==> config.mk <==
export PLATFORM = sky130hd
export DESIGN_NAME = track_phase_decoder
export DESIGN_NICKNAME = d
export VERILOG_FILES = /design/src/rtl/track_phase_decoder.sv
export SDC_FILE = /design/constraint.sdc
export NUM_CORES = 1
export LEC_CHECK = 0
export BUFFER_PORTS_ARGS = -buffer_cell sky130_fd_sc_hd__buf_2
export CORE_ASPECT_RATIO = 0.75
export CORE_UTILIZATION = 53
export DETAILED_ROUTE_END_ITERATION = 7
export PLACE_DENSITY = 0.76
export SLEW_MARGIN = 40
export SYNTH_ARGS = -nofsm -noshare
export SYNTH_HDL_FRONTEND = slang
export SYNTH_SLANG_ARGS = --single-unit
==> constraint.sdc <==
create_clock -name clk -period 3.3 [get_ports clk]
set_input_delay 0.33 -clock clk [delete_from_list [all_inputs] [get_ports clk]]
set_output_delay 0.33 -clock clk [all_outputs]
set_load 0.05 [all_outputs]
==> src/rtl/track_phase_decoder.sv <==
// Receive-side monitor for a 4-wire two-phase stepper coil bus.
// Filters the coil pattern, decodes transitions into signed steps and
// tracks position, direction, step period, motion and drive faults.
module track_phase_decoder #(
    parameter int unsigned POS_W         = 16,
    parameter int unsigned STABLE_CYCLES = 4,
    parameter int unsigned CLK_KHZ       = 50000,
    parameter int unsigned TIMEOUT_MS    = 100
) (
    input  logic             clk,
    input  logic             rst,
    input  logic [3:0]       phase_i,
    input  logic             home_i,
    input  logic             err_clr_i,
    output logic [POS_W-1:0] pos_o,
    output logic             dir_o,
    output logic             step_o,
    output logic             moving_o,
    output logic [31:0]      period_o,
    output logic             err_o,
    output logic [1:0]       err_code_o
);

    localparam int unsigned      CNT_W       = $clog2(STABLE_CYCLES + 1);
    localparam logic [CNT_W-1:0] CNT_MAX     = CNT_W'(STABLE_CYCLES);
    localparam logic [31:0]      TIMEOUT_CYC = 32'(CLK_KHZ * TIMEOUT_MS);

    typedef enum logic {
        ST_IDLE  = 1'b0,
        ST_TRACK = 1'b1
    } state_e;

    function automatic logic is_legal(input logic [3:0] p);
        case (p)
            4'b0011, 4'b0110, 4'b1100, 4'b1001: is_legal = 1'b1;
            default:                            is_legal = 1'b0;
        endcase
    endfunction

    // Forward order P1->P2->P3->P4->P1 is a left rotation of the coil pattern.
    function automatic logic [3:0] fwd_of(input logic [3:0] p);
        fwd_of = {p[2:0], p[3]};
    endfunction

    function automatic logic [3:0] rev_of(input logic [3:0] p);
        rev_of = {p[0], p[3:1]};
    endfunction

    logic [3:0]       sync1_q, sync2_q;
    logic [CNT_W-1:0] stab_q;
    logic [3:0]       filt_q, old_q;
    logic             chg_q;
    state_e           state_q, state_d;

    logic             step_c, fwd_c, idle_c;
    logic [1:0]       err_new_c;
    logic [1:0]       err_code_d;

    logic [POS_W-1:0] pos_q;
    logic             dir_q, step_q, moving_q, armed_q, err_q;
    logic [31:0]      period_q, per_cnt_q;
    logic [1:0]       err_code_q;

    // Synchronize the coil pattern and accept it once it has settled.
    always_ff @(posedge clk) begin
        if (rst) begin
            sync1_q <= 4'b0000;
            sync2_q <= 4'b0000;
            stab_q  <= '0;
            filt_q  <= 4'b0000;
            old_q   <= 4'b0000;
            chg_q   <= 1'b0;
        end else begin
            sync1_q <= phase_i;
            sync2_q <= sync1_q;
            if (sync1_q != sync2_q) begin
                stab_q <= '0;
            end else if (stab_q != CNT_MAX) begin
                stab_q <= stab_q + CNT_W'(1);
            end
            chg_q <= 1'b0;
            if (stab_q == CNT_MAX && sync2_q != filt_q) begin
                filt_q <= sync2_q;
                old_q  <= filt_q;
                chg_q  <= 1'b1;
            end
        end
    end

    // Decoder state register.
    always_ff @(posedge clk) begin
        if (rst) begin
            state_q <= ST_IDLE;
        end else begin
            state_q <= state_d;
        end
    end

    // Decoder next state: any zero or illegal pattern parks it in IDLE.
    always_comb begin
        state_d = state_q;
        if (chg_q) begin
            if (filt_q == 4'b0000 || !is_legal(filt_q)) begin
                state_d = ST_IDLE;
            end else if (state_q == ST_IDLE) begin
                state_d = ST_TRACK;
            end
        end
    end

    // Decoder outputs for the pattern change seen this cycle.
    always_comb begin
        step_c    = 1'b0;
        fwd_c     = 1'b0;
        idle_c    = 1'b0;
        err_new_c = 2'b00;
        if (chg_q) begin
            if (filt_q == 4'b0000) begin
                idle_c = 1'b1;
            end else if (!is_legal(filt_q)) begin
                err_new_c[0] = 1'b1;
                idle_c       = 1'b1;
            end else if (state_q == ST_TRACK) begin
                if (filt_q == fwd_of(old_q)) begin
                    step_c = 1'b1;
                    fwd_c  = 1'b1;
                end else if (filt_q == rev_of(old_q)) begin
                    step_c = 1'b1;
                end else begin
                    err_new_c[1] = 1'b1;
                end
            end
        end
    end

    assign err_code_d = (err_clr_i ? 2'b00 : err_code_q) | err_new_c;

    // Position, period, motion and fault registers.
    always_ff @(posedge clk) begin
        if (rst) begin
            pos_q      <= '0;
            dir_q      <= 1'b0;
            step_q     <= 1'b0;
            moving_q   <= 1'b0;
            armed_q    <= 1'b0;
            period_q   <= '0;
            per_cnt_q  <= '0;
            err_code_q <= 2'b00;
            err_q      <= 1'b0;
        end else begin
            step_q <= step_c;
            if (step_c) begin
                dir_q <= fwd_c;
            end
            if (home_i) begin
                pos_q <= '0;
            end else if (step_c) begin
                pos_q <= fwd_c ? pos_q + POS_W'(1) : pos_q - POS_W'(1);
            end
            if (step_c) begin
                period_q  <= armed_q ? per_cnt_q : 32'hFFFF_FFFF;
                per_cnt_q <= 32'd1;
                armed_q   <= 1'b1;
            end else begin
                if (per_cnt_q != 32'hFFFF_FFFF) begin
                    per_cnt_q <= per_cnt_q + 32'd1;
                end
                if (idle_c) begin
                    armed_q <= 1'b0;
                end
            end
            if (step_c) begin
                moving_q <= 1'b1;
            end else if (idle_c || per_cnt_q >= TIMEOUT_CYC) begin
                moving_q <= 1'b0;
            end
            err_code_q <= err_code_d;
            err_q      <= |err_code_d;
        end
    end

    assign pos_o      = pos_q;
    assign dir_o      = dir_q;
    assign step_o     = step_q;
    assign moving_o   = moving_q;
    assign period_o   = period_q;
    assign err_o      = err_q;
    assign err_code_o = err_code_q;

endmodule

; ---- Word-level counts from Yosys, hierarchy flattened
; Cells that the tools add are included.
[classes]
div = 0
eq_ne = 11
muxes = 35
n_reduce_logical = 13
shifts = 0
n_lt_le_gt_ge = 1
multipliers = 0
n_addsub = 4
bitwise_logic = 1
[op_table]
columns = cell, count
row1 = $add 32x1->32 const B, 1
row2 = $ge 32x23->1 const B, 1
row3 = $mux 32, 1
row4 = $ne 32x32->1 const B, 1
row5 = $mux 1, 30
row6 = $add 16x1->16 const B, 1
row7 = $mux 16, 1
row8 = $sub 16x1->16 const B, 1
row9 = $eq 4x4->1, 2
row10 = $eq 4x4->1 const B, 2
row11 = $ne 4x4->1, 2
row12 = $reduce_or 2->1, 4
row13 = $mux 2, 3
row14 = $reduce_bool 2->1, 3
row15 = $eq 4x2->1 const B, 1
row16 = $eq 4x3->1 const B, 1
row17 = $logic_not 4->1, 1
row18 = $reduce_or 4->1, 1
row19 = $add 3x1->3 const B, 1
row20 = $eq 3x3->1 const B, 1
row21 = $ne 3x3->1 const B, 1
row22 = $logic_or 1x1->1, 2
row23 = $or 2x2->2, 1
row24 = $logic_and 1x1->1, 1
row25 = $logic_not 1->1, 1
[word_totals]
wordCells = 82
in_bits = 8
rom_bits = 0
ram_bits = 0
mem_count = 0
ff_bits = 108
latchBits = 0

; ---- Logic depth before layout (Yosys ltp)
[logic_depth]
ltp_word = 11
mapped_depth = 12
mapped_depth_nobuf = 11

; ---- Worst setup path before layout
; No wires, ideal clock.
[synth_timing]
path_type = reg2reg
start = reg filt_q[0]
end = reg pos_q[12], in the netlist pos_o[12]
arrival_ns = 3.195
path_buffers = 1
slack_ns = -0.014
stages_incl_launch_ff = 12
setup_ns = 0.120
path_cell_list = dfxtp_1 buf_2 xor2_1 nor4_4 nand2_1 ha_1 nor2b_1 o31a_1 or4_1 a21oi_1 o21ai_0 a211o_1
[synth_via]
elab_chain_cells = 9
[synth_lines]
columns = element, line_no
row1 = from (decl), 51  ; logic [3:0] filt_q, old_q;
row2 = from (signal assigned), 83  ; filt_q <= sync2_q;
row3 = "$eq 4x2->1, or another cell as far along", 34  ; case (p)
row4 = $reduce_or 4->1, 34
row5 = $mux 1, 34
row6 = $mux 1, 118  ; if (filt_q == 4'b0000) begin
row7 = $mux 1, 117  ; if (chg_q) begin
row8 = $mux 1, 120  ; end else if (!is_legal(filt_q)) begin
row9 = $mux 1, 118
row10 = $mux 1, 117
row11 = $mux 16, 158  ; pos_q <= fwd_c ? pos_q + POS_W'(1) : pos_q - POS_W'(1);
row12 = to (signal assigned), 158
row13 = to (decl), 59  ; logic [POS_W-1:0] pos_q;
; Parallel ways exist; a longest one is shown, timed or not. The select of a mux whose other input is x is not followed.
; A chain may end at the register's enable or synchronous reset.

; ---- Worst setup path in the final report
[layout_timing]
start = reg filt_q[3]
end = reg pos_q[12], in the netlist pos_o[12]
; Same word-level chain as after synthesis.

==> reports/results.tsv <==
stage	metric	value	unit
outcome	outcome	complete, no violations	
critical_path	worstPathMaxFanout	13	
synthesis	syn_area	5230	µm²
global_routing	grt_max_degree	41	
power_and_ir_drop	p_total	2.62	mW
power_and_ir_drop	ir_drop	333	µV
layout	diodes	0	
layout	multi_input_area	2820	µm²
sta	maxSlewViolCount	0	
synthesis	synth_cells	620	
synthesis	ys_seq_elements	108	
floorplan	io_pins	62	
hold_path	min_path_cells	2	
place	port_buffers	61	
power_and_ir_drop	p_leak	2.42	nW
synthesis	synth_warnings	0	
layout	drive_above_1_share	14.6	%
sta	skew	0.00607	ns
place	dp.cells	785	
floorplan	die-area	10300	µm²
synthesis	ys_async_sr_fraction	0	%
global_routing	first_global_vias	4008	
synthesis	synthMuxAreaShare	1.15	%
synthesis	synth_compound_area_share	15.5	%
route	num_vias	4538	
critical_path	critical_path_depth	10	
route	post-route-drc-count	0	
cts	cts_tree	yes	
critical_path	crit_arrival	3.34	ns
cts	cts_max_level	3	
sta	post-route-min-period	3.10	ns
power_and_ir_drop	power_density	436	nW/µm²
critical_path	worstSetupStartpointType	register	
cts	clock-root-buffer	clkbuf_16	
layout	utilization	62.3	%
global_routing	grt_pass1_wl	19.1	mm
route	detail-route-antenna-nets	0	
sta	period_share	94.0	%
floorplan	rows	31	
cts	cts_setup_buffers	0	
critical_path	cp_top_family	simple AND/OR/NAND/NOR gates	
layout	seq_area	2170	µm²
critical_path	path_buf_inv	0	
cts	numCtsBuffers	9	
synthesis	synth-edff-count	0	
floorplan	die_h	88.0	µm
synthesis	syn_nets	647	
sta	timing.hold.ws	0.188	ns
cts	postCtsHoldBufs	0	
layout	fin_nets	691	
cts	clock_latency	0.34	ns
floorplan	initial_utilization	54.4	%
synthesis	synth.avg_cell_area	8.44	µm²
route	firstDrtPassIters	6	
layout	final_cells	801	
hold_path	min_path_type	primary input to register	
sta	max_clock_freq	322	MHz
critical_path	endpoint_kind	register	
cts	cts_buffer_depth	2	
global_routing	grt_use_total	23.7	%
synthesis	synth_top_cell_area_share	41.3	%
sta	hold_violations	0	
synthesis	synth_area_leader_cell	dfxtp_1	
global_routing	antenna_found_initial	0	
global_routing	gr-total-overflow	0	
sta	tns	0	ns
critical_path	cpMaxStageDelayCell	dfxtp_1	
place	hpwl	8.17	mm
flow_run	drv_cap	0	
synthesis	synthSimpleGateAreaFrac	23.4	%
synthesis	synth_top_family_by_area	simple AND/OR/NAND/NOR gates	
synthesis	synthAdderAreaFrac	4.69	%
layout	num-fill-cells	865	
synthesis	synth_cell_types	49	
floorplan	core-area	9620	µm²
synthesis	synth_ff_type	dfxtp_1	
synthesis	synth-seq-area-share	41.3	%
critical_path	r2r.worst_path.cells	10	
sta	rsz0062_at_grt	false	
place	place.gp.congestion	0.907	
critical_path	path_cells	xor2_1, and3b_1, nand2_4, ha_1, nor2b_1, o31a_1, or4_1, a21oi_2, o21ai_0, a211o_1	
sta	setup_viol	0	
synthesis	synth_xor_area_share	8.54	%
route	wl	11.7	mm
cts	clock-sinks	108	
sta	worst_pin_slew	0.812	ns
critical_path	worst-endpoint-required	3.54	ns
critical_path	crit_type	register to register	
route	drt_iter0_drc	225	
sta	slew_headroom	45.6	%
layout	syn_to_final_growth	14.6	%
synthesis	synthTopCellsByArea	dfxtp_1, xnor2_1, nor2_1	
route	wl_per_cell	14.5	µm
floorplan	die_x	117	µm
critical_path	max_stage_delay	0.49	ns
cts	path_clk_slew	0.07	ns
route	viasPerCell	5.67	
[registers in the layout (all words and copies together) (netlist names)]
register,cells
moving_o,1
period_o,32
sync1_q,4
armed_q,1
dir_o,1
step_o,1
per_cnt_q,32
chg_q,1
old_q,4
filt_q,4
sync2_q,4
err_o,1
err_code_o,2
state_q,1
stab_q,3
pos_o,16
[synthesized netlist by cell type (all sizes together), types with 5 or more instances]
master / n
a31oi: 5
buf: 15
nor2b: 10
nor4: 11
clkbuf: 20
a21o: 7
inv: 35
ha: 18
nor2: 81
o21a: 7
nor3b: 7
a311oi: 26
dfxtp: 108
and3: 10
mux2i: 6
nand2: 39
o21ai: 17
xnor2: 40
a21oi: 37
nand3: 33
xor2: 11
or3: 9
nor3: 20
nand4: 15
[timing repair]
item	in CTS	in global routing
gates resized for setup	0	6
endpoints found under the setup margin	0	5
endpoints found under the hold margin	0	0
[layout by cell type (no fill, tap or decap), types with 18 or more instances in the layout]
cell type  netlist  final
a21oi_1         37     36
a311oi_1        26     26
buf_2           10     61
dfxtp_1        108    105
ha_1            18     18
inv_1           35     35
nand2_1         39     38
nand3_1         33     33
nor2_1          81     80
nor3_1          20     20
xnor2_1         40     40
[stage by stage]
step	area [µm²]	setup WS [ns]
4_1_cts	5960	0.0415
3_5_place_dp	5610	0.0751
2_1_floorplan	5230	0.121
3_3_place_gp	5610	0.195
5_1_grt	5990	0.00154
6_report	5990	0.198
[where the power goes]
group / leakage [nW] / internal (mW) / switching [mW]
Clock: 0.169 / 0.762 / 0.477
Combinational: 1.37 / 0.0193 / 0.0387
Sequential: 0.874 / 1.31 / 0.00793
Total: 2.42 / 2.09 / 0.523
[per-layer routing]
layer,global-route usage [%],share of wire [%],vias to the layer above
met5,0,0,-
met4,7.59,1.5,0
met3,5.33,5.4,17
met2,36.6,45,122
met1,32.7,48,2136
li1,-,-,2263
[cells by family after synthesis]
group | after synthesis
mux | 6
fa+ha+maj | 19
compound gates | 120
flops | 108
buf+inv | 70
xor+xnor | 51
simple gates | 246
[path summary, 6_finish.rpt]
kind               from          to  slack (ns)
max           filt_q[3]   pos_o[12]        0.20
min          phase_i[1]  sync1_q[1]        0.19
max reg2reg   filt_q[3]   pos_o[12]        0.20
min reg2reg       dir_o       dir_o        0.46
[layout make-up]
class / instances / share of cell area [%]
Tap cell: 132 / 2.76
Clock buffer: 10 / 3.99
Inverter: 35 / 2.19
Multi-Input combinational cell: 442 / 47.1
Sequential cell: 108 / 36.1
Timing Repair Buffer: 68 / 5.97
Clock inverter: 6 / 1.86
No activity file was read; power rests on OpenSTA's default activity.
